<file path="src/rtl/noc_vchannel_pkg.sv">
// Shared types and sizing helpers for the virtual-channel scheduler.
package noc_vchannel_pkg;

  typedef enum logic {
    IDLE  = 1'b0,
    GRANT = 1'b1
  } sched_state_e;

  // Width able to hold every value 0..credits inclusive.
  function automatic int unsigned credit_width(input int unsigned credits);
    return (credits < 1) ? 1 : $clog2(credits + 1);
  endfunction

  // Width of an index into n channels, never below one bit.
  function automatic int unsigned idx_width(input int unsigned n);
    return (n < 2) ? 1 : $clog2(n);
  endfunction

endpackage

</file>
<file path="src/rtl/arb_rr.sv">
// Combinational round-robin picker; the request after i_last has top priority.
module arb_rr
  import noc_vchannel_pkg::*;
#(
  parameter  int unsigned N  = 4,
  localparam int unsigned IW = idx_width(N)
) (
  input  logic [N-1:0]  i_req,
  input  logic [IW-1:0] i_last,
  output logic [N-1:0]  o_grant_c,
  output logic [IW-1:0] o_grant_idx_c,
  output logic          o_any_c
);

  int unsigned w_idx;

  always_comb begin
    o_grant_c     = '0;
    o_grant_idx_c = '0;
    o_any_c       = 1'b0;
    w_idx         = 0;
    // Walk the ring once, starting just past the last served channel.
    for (int unsigned k = 1; k <= N; k++) begin
      w_idx = (32'(i_last) + k) % N;
      if (!o_any_c && i_req[IW'(w_idx)]) begin
        o_any_c                = 1'b1;
        o_grant_c[IW'(w_idx)]  = 1'b1;
        o_grant_idx_c          = IW'(w_idx);
      end
    end
  end

endmodule

</file>
<file path="src/rtl/noc_vchannel_sched.sv">
// Credit-based virtual-channel scheduler: locks one VC per packet and
// round-robins between packets, with a bubble cycle after each packet.
module noc_vchannel_sched
  import noc_vchannel_pkg::*;
#(
  parameter int unsigned CHANNELS = 7,
  parameter int unsigned CREDITS  = 4
) (
  input  logic                clk,
  input  logic                rst,
  input  logic [CHANNELS-1:0] in_valid,
  input  logic [CHANNELS-1:0] in_last,
  output logic [CHANNELS-1:0] in_ready,
  input  logic [CHANNELS-1:0] credit_ret,
  output logic [CHANNELS-1:0] select,
  output logic                out_valid,
  output logic                credit_err
);

  localparam int unsigned CW = credit_width(CREDITS);
  localparam int unsigned IW = idx_width(CHANNELS);
  localparam logic [CW-1:0] CRED_MAX = CW'(CREDITS);

  sched_state_e                 r_state;
  sched_state_e                 w_state_nxt;
  logic [CHANNELS-1:0]          r_select;
  logic [CHANNELS-1:0]          w_select_nxt;
  logic [IW-1:0]                r_gidx;
  logic [IW-1:0]                w_gidx_nxt;
  logic [IW-1:0]                r_last;
  logic [IW-1:0]                w_last_nxt;
  logic [CHANNELS-1:0][CW-1:0]  r_credit;
  logic [CHANNELS-1:0][CW-1:0]  w_credit_nxt;
  logic                         r_credit_err;
  logic                         w_err_nxt;

  logic [CHANNELS-1:0]          w_has_credit;
  logic [CHANNELS-1:0]          w_full;
  logic [CHANNELS-1:0]          w_ovf;
  logic [CHANNELS-1:0]          w_eligible;
  logic [CHANNELS-1:0]          w_ready;
  logic [CHANNELS-1:0]          w_xfer;
  logic                         w_pkt_end;
  logic [CHANNELS-1:0]          w_pick;
  logic [IW-1:0]                w_pick_idx;
  logic                         w_pick_any;

  // Per-VC credit bookkeeping; a simultaneous send and return cancel out.
  for (genvar c = 0; c < CHANNELS; c++) begin : g_vc
    assign w_has_credit[c] = |r_credit[c];
    assign w_full[c]       = (r_credit[c] == CRED_MAX);
    assign w_ovf[c]        = credit_ret[c] & ~w_xfer[c] & w_full[c];
    assign w_credit_nxt[c] =
        (w_xfer[c] & ~credit_ret[c])               ? r_credit[c] - CW'(1) :
        (credit_ret[c] & ~w_xfer[c] & ~w_full[c])  ? r_credit[c] + CW'(1) :
                                                     r_credit[c];
  end

  assign w_eligible = in_valid & w_has_credit;
  assign w_err_nxt  = r_credit_err | (|w_ovf);

  // Readiness uses only the registered credit count.
  assign w_ready    = (r_state == GRANT && !rst) ? (r_select & w_has_credit) : '0;
  assign w_xfer     = in_valid & w_ready;
  assign w_pkt_end  = |(w_xfer & in_last);

  arb_rr #(
    .N (CHANNELS)
  ) u_arb (
    .i_req         (w_eligible),
    .i_last        (r_last),
    .o_grant_c     (w_pick),
    .o_grant_idx_c (w_pick_idx),
    .o_any_c       (w_pick_any)
  );

  always_comb begin
    w_state_nxt  = r_state;
    w_select_nxt = r_select;
    w_gidx_nxt   = r_gidx;
    w_last_nxt   = r_last;
    case (r_state)
      IDLE: begin
        w_select_nxt = '0;
        if (w_pick_any) begin
          w_state_nxt  = GRANT;
          w_select_nxt = w_pick;
          w_gidx_nxt   = w_pick_idx;
        end
      end
      GRANT: begin
        // Held on the same VC until its last flit moves; no timeout.
        if (w_pkt_end) begin
          w_state_nxt  = IDLE;
          w_select_nxt = '0;
          w_last_nxt   = r_gidx;
        end
      end
      default: begin
        w_state_nxt  = IDLE;
        w_select_nxt = '0;
      end
    endcase
  end

  always_ff @(posedge clk or posedge rst) begin
    if (rst) begin
      r_state      <= IDLE;
      r_select     <= '0;
      r_gidx       <= '0;
      r_last       <= IW'(CHANNELS - 1);
      r_credit_err <= 1'b0;
      for (int c = 0; c < CHANNELS; c++) begin
        r_credit[c] <= CRED_MAX;
      end
    end else begin
      r_state      <= w_state_nxt;
      r_select     <= w_select_nxt;
      r_gidx       <= w_gidx_nxt;
      r_last       <= w_last_nxt;
      r_credit     <= w_credit_nxt;
      r_credit_err <= w_err_nxt;
    end
  end

  assign in_ready   = w_ready;
  assign select     = r_select;
  assign out_valid  = |w_xfer;
  assign credit_err = r_credit_err;

endmodule

</file>
<file path="config.mk">
export PLATFORM = sky130hd
export DESIGN_NAME = noc_vchannel_sched
export DESIGN_NICKNAME = d
export VERILOG_FILES = /design/src/rtl/noc_vchannel_pkg.sv /design/src/rtl/arb_rr.sv /design/src/rtl/noc_vchannel_sched.sv
export SDC_FILE = /design/constraint.sdc
export NUM_CORES = 1
export LEC_CHECK = 0
export CORE_ASPECT_RATIO = 0.75
export CORE_UTILIZATION = 55
export DETAILED_ROUTE_END_ITERATION = 7
export PLACE_DENSITY_LB_ADDON = 0.3
export SKIP_CTS_REPAIR_TIMING = 1
export SYNTH_ARGS = -nofsm -noshare
export SYNTH_HDL_FRONTEND = slang
export SYNTH_SLANG_ARGS = --single-unit
</file>
<file path="constraint.sdc">
create_clock -name clk -period 5.85 [get_ports clk]
set_input_delay 1.17 -clock clk [delete_from_list [all_inputs] [get_ports clk]]
set_output_delay 1.17 -clock clk [all_outputs]
set_load 0.01 [all_outputs]
</file>
==> impl_metrics.xml <==
<?xml version="1.0" encoding="UTF-8"?>
<metrics>
  <group name="synthesis">
    <metric name="syn-instance-count" unit="">751</metric>
    <metric name="syn-cell-area" unit="mm2">0.005796</metric>
    <metric name="synth_top_area_share" unit="">0.1166</metric>
    <metric name="asyncSetResetFlopFracSynth" unit="">1.000</metric>
    <metric name="synth_most_common_cell" unit="">sky130_fd_sc_hd__nor2_1</metric>
    <metric name="synth.net_count" unit="">807</metric>
    <metric name="yosys_register_bits" unit="">36</metric>
    <metric name="synth-warning-count" unit="">0</metric>
    <metric name="post-synth-top-area-cell" unit="">sky130_fd_sc_hd__dfrtp_1</metric>
    <metric name="synth_edf_count" unit="">0</metric>
    <metric name="synth_common_cells" unit="">sky130_fd_sc_hd__nor2_1 (64), sky130_fd_sc_hd__nand2_1 (60), sky130_fd_sc_hd__a21oi_1 (50), sky130_fd_sc_hd__inv_1 (40), sky130_fd_sc_hd__o21ai_0 (29)</metric>
    <metric name="syn_avg_cell_area" unit="um2">7.717</metric>
    <metric name="ys_types" unit="">98</metric>
    <metric name="yosys_most_used_dff" unit="">sky130_fd_sc_hd__dfrtp_1</metric>
    <metric name="ys_top_cells_by_area" unit="">sky130_fd_sc_hd__dfrtp_1 (12%), sky130_fd_sc_hd__ha_1 (5.6%), sky130_fd_sc_hd__a21oi_1 (4.3%)</metric>
    <metric name="synth-seq-area-share" unit="">0.1574</metric>
  </group>
  <group name="die">
    <metric name="core_area" unit="mm2">0.01025</metric>
    <metric name="boundaryPins" unit="">39</metric>
    <metric name="initial_core_util" unit="">0.5654</metric>
    <metric name="die_wd" unit="um">120.5</metric>
    <metric name="row_count" unit="">32</metric>
    <metric name="die_h" unit="um">90.90</metric>
    <metric name="die_area" unit="mm2">0.01096</metric>
  </group>
  <group name="timing">
    <metric name="rsz0062_at_grt" unit="">false</metric>
    <metric name="report.final.slew_viol_count" unit="">0</metric>
    <metric name="hold_viol_final" unit="">0</metric>
    <metric name="report.final.setup_viol" unit="">0</metric>
    <metric name="maxClockFrequency" unit="MHz">185.1</metric>
    <metric name="worst_clock_skew" unit="ns">0.005941</metric>
    <metric name="slew_headroom" unit="">0.1500</metric>
    <metric name="period_share" unit="">0.9236</metric>
    <metric name="max_slew.worst_pin.slew" unit="ns">1.264</metric>
    <metric name="finalSetupTns" unit="ns">0</metric>
    <metric name="timing.final.crit_period" unit="ns">5.403</metric>
  </group>
  <group name="finish">
    <metric name="final_net_count" unit="">830</metric>
    <metric name="n_fill_cell" unit="">913</metric>
    <metric name="synthToLayoutAreaGrowth" unit="%">10.90</metric>
    <metric name="post_route_cells_drive_above_1_share" unit="">0.1084</metric>
    <metric name="antenna-diode-count" unit="">0</metric>
  </group>
  <group name="setup_path">
    <metric name="critical_path.endpoint_type" unit="">flip-flop</metric>
    <metric name="cp_data_required_time" unit="ns">6.00</metric>
    <metric name="crit_path_max_fanout" unit="">15</metric>
    <metric name="worstSetupStartpointType" unit="">flip-flop</metric>
    <metric name="cp_data_arrival_time" unit="ns">5.56</metric>
    <metric name="critPathKind" unit="">reg -&gt; reg</metric>
  </group>
  <group name="drt">
    <metric name="detailroute.via_count" unit="">6444</metric>
    <metric name="route.detailed.drc" unit="">0</metric>
    <metric name="route.antenna.remaining_nets" unit="">0</metric>
    <metric name="postRouteWirelength" unit="um">19140</metric>
    <metric name="post_drt_via_cell_ratio" unit="">7.074</metric>
    <metric name="number_of_iterations_in_the_first_detailed_routing_pass" unit="">6</metric>
    <metric name="drt_first_iter_violations" unit="">708</metric>
    <metric name="post_drt_wl_per_cell" unit="um">21.01</metric>
  </group>
  <group name="grt">
    <metric name="grt_overflow" unit="">0</metric>
    <metric name="globalRouteMet1Util" unit="">0.5192</metric>
    <metric name="grt_start_max_net_pins" unit="">50</metric>
    <metric name="grt_use_met3" unit="">0.08333</metric>
    <metric name="first_global_vias" unit="">5693</metric>
    <metric name="global_route.usage.total" unit="">0.3511</metric>
    <metric name="antenna_violations_before_repair" unit="">0</metric>
    <metric name="global_route_met2_utilization" unit="">0.5153</metric>
    <metric name="grt_first_pass_wirelength" unit="um">29980</metric>
    <metric name="grt_busiest_layer" unit="">met1</metric>
  </group>
  <group name="clock_network">
    <metric name="clkTransAtPathRegs" unit="ns">0.06</metric>
    <metric name="clock_tree_root_driver_cell" unit="">sky130_fd_sc_hd__clkbuf_16</metric>
    <metric name="numCtsBuffers" unit="">5</metric>
    <metric name="depth_of_the_cts_h_tree" unit="">2</metric>
    <metric name="cts_buffer_depth" unit="">2</metric>
    <metric name="numClockSinks" unit="">36</metric>
    <metric name="tritoncts" unit="">built</metric>
    <metric name="clock_insertion_delay_worst_skew" unit="ns">0.29</metric>
  </group>
  <group name="min_path">
    <metric name="worstHoldPathType" unit="">reg -&gt; reg</metric>
  </group>
  <group name="run">
    <metric name="drv_cap" unit="">0</metric>
  </group>
  <group name="place">
    <metric name="placement.io_buffers" unit="">38</metric>
    <metric name="detailed_place_hpwl" unit="um">14890</metric>
    <metric name="globalplace.congestion" unit="">0.9807</metric>
  </group>
  <group name="status">
    <metric name="status" unit="">finished, final reports clean</metric>
  </group>
</metrics>
==> area by class of cell <==
class | instances | area (um2) | share of cell area
multi-input cells | 630 | 4507 | 0.7012
flip-flops and latches | 36 | 912.1 | 0.1419
repair buffers | 58 | 530.5 | 0.08254
well taps | 136 | 170.2 | 0.02647
inverters | 43 | 163.9 | 0.02550
clock buffers | 5 | 125.1 | 0.01947
clock inverters | 3 | 18.77 | 0.002920
==> layout by cell type, fill, tap and decap left out, types with 13 or more instances in the layout <==
cell,n
sky130_fd_sc_hd__xnor2_1,17
sky130_fd_sc_hd__nand2_1,60
sky130_fd_sc_hd__o31ai_1,18
sky130_fd_sc_hd__nand2b_1,19
sky130_fd_sc_hd__a211oi_1,18
sky130_fd_sc_hd__inv_1,40
sky130_fd_sc_hd__o21ai_0,29
sky130_fd_sc_hd__clkdlybuf4s50_1,38
sky130_fd_sc_hd__a21oi_1,50
sky130_fd_sc_hd__nor3_1,18
sky130_fd_sc_hd__dfrtp_1,27
sky130_fd_sc_hd__buf_4,20
sky130_fd_sc_hd__ha_1,26
sky130_fd_sc_hd__nand3_1,25
sky130_fd_sc_hd__mux2i_1,15
sky130_fd_sc_hd__and2_1,13
sky130_fd_sc_hd__nor2_1,64
sky130_fd_sc_hd__nand4_1,20
==> critical path, stage by stage, from the launching register on <==
cell and delay [ns]:
sky130_fd_sc_hd__dfstp_2 0.56, sky130_fd_sc_hd__inv_1 0.14, sky130_fd_sc_hd__ha_1 0.49, sky130_fd_sc_hd__buf_4 0.25, sky130_fd_sc_hd__ha_1 0.17, sky130_fd_sc_hd__ha_1 0.43, sky130_fd_sc_hd__nand4_1 0.18, sky130_fd_sc_hd__o32ai_1 0.37
sky130_fd_sc_hd__and3_1 0.45, sky130_fd_sc_hd__mux2i_4 0.31, sky130_fd_sc_hd__nor2_2 0.06, sky130_fd_sc_hd__a211o_1 0.43, sky130_fd_sc_hd__buf_4 0.21, sky130_fd_sc_hd__nor3_1 0.49, sky130_fd_sc_hd__nand2_1 0.14, sky130_fd_sc_hd__a221oi_1 0.43
sky130_fd_sc_hd__a211oi_1 0.14
==> through the flow <==
step	hold WS, ns	utilization	instances	cell area (um2)	worst slack (ns)
floorplan	0.4689	-	751	5796	0.1041
global placement	0.5187	0.6130	903	6284	0.7214
detailed placement	0.5020	0.6130	903	6284	0.5604
CTS	0.5260	0.6271	911	6427	0.5357
global route	0.5475	0.6271	911	6427	0.1039
finish	0.5359	0.6271	911	6427	0.4469
==> cell families (layout without fill, tap and decap cells) <==
family                   count (synthesis)  after routing  share of synthesized area
XOR/XNOR                                21             21                    0.03756
flip-flops                              36             36                     0.1574
AO/OA/AOI/OAI                          262            262                     0.3478
AND/OR/NAND/NOR                        289            289                     0.2632
multiplexers                            25             25                    0.04793
buffers and inverters                   85            109                    0.06584
adder cells (fa/ha/maj)                 33             33                    0.08031
==> routing by layer <==
metal / wire [um] / vias up
li1: - / 2967
met1: 8674 / 3084
met2: 8080 / 356
met3: 2106 / 37
met4: 283 / 0
met5: 0 / -
==> final timing paths <==
check	from	end	slack, ns	depth (start not counted)
min	r_gidx[1]$_DFFE_PP0P_	r_gidx[1]$_DFFE_PP0P_	0.54	1
max in group asynchronous	rst	r_credit[2]$_DFFE_PP1P_	3.90	3
max	r_last[1]$_DFFE_PP1P_	r_gidx[2]$_DFFE_PP0P_	0.45	16
max reg2reg	r_last[1]$_DFFE_PP1P_	r_gidx[2]$_DFFE_PP0P_	0.45	16
min in group asynchronous	rst	r_credit[16]$_DFFE_PP0P_	1.20	2
min reg2reg	r_gidx[1]$_DFFE_PP0P_	r_gidx[1]$_DFFE_PP0P_	0.54	1
==> flip-flops by register name (all words and copies together) (netlist names) <==
name	count
credit_err	1
r_last	3
r_credit	21
select	7
r_state	1
r_gidx	3
Power is left out: the tool's default activity adds up to more than one toggle a clock period on the data nets, which glitch-free logic cannot reach.
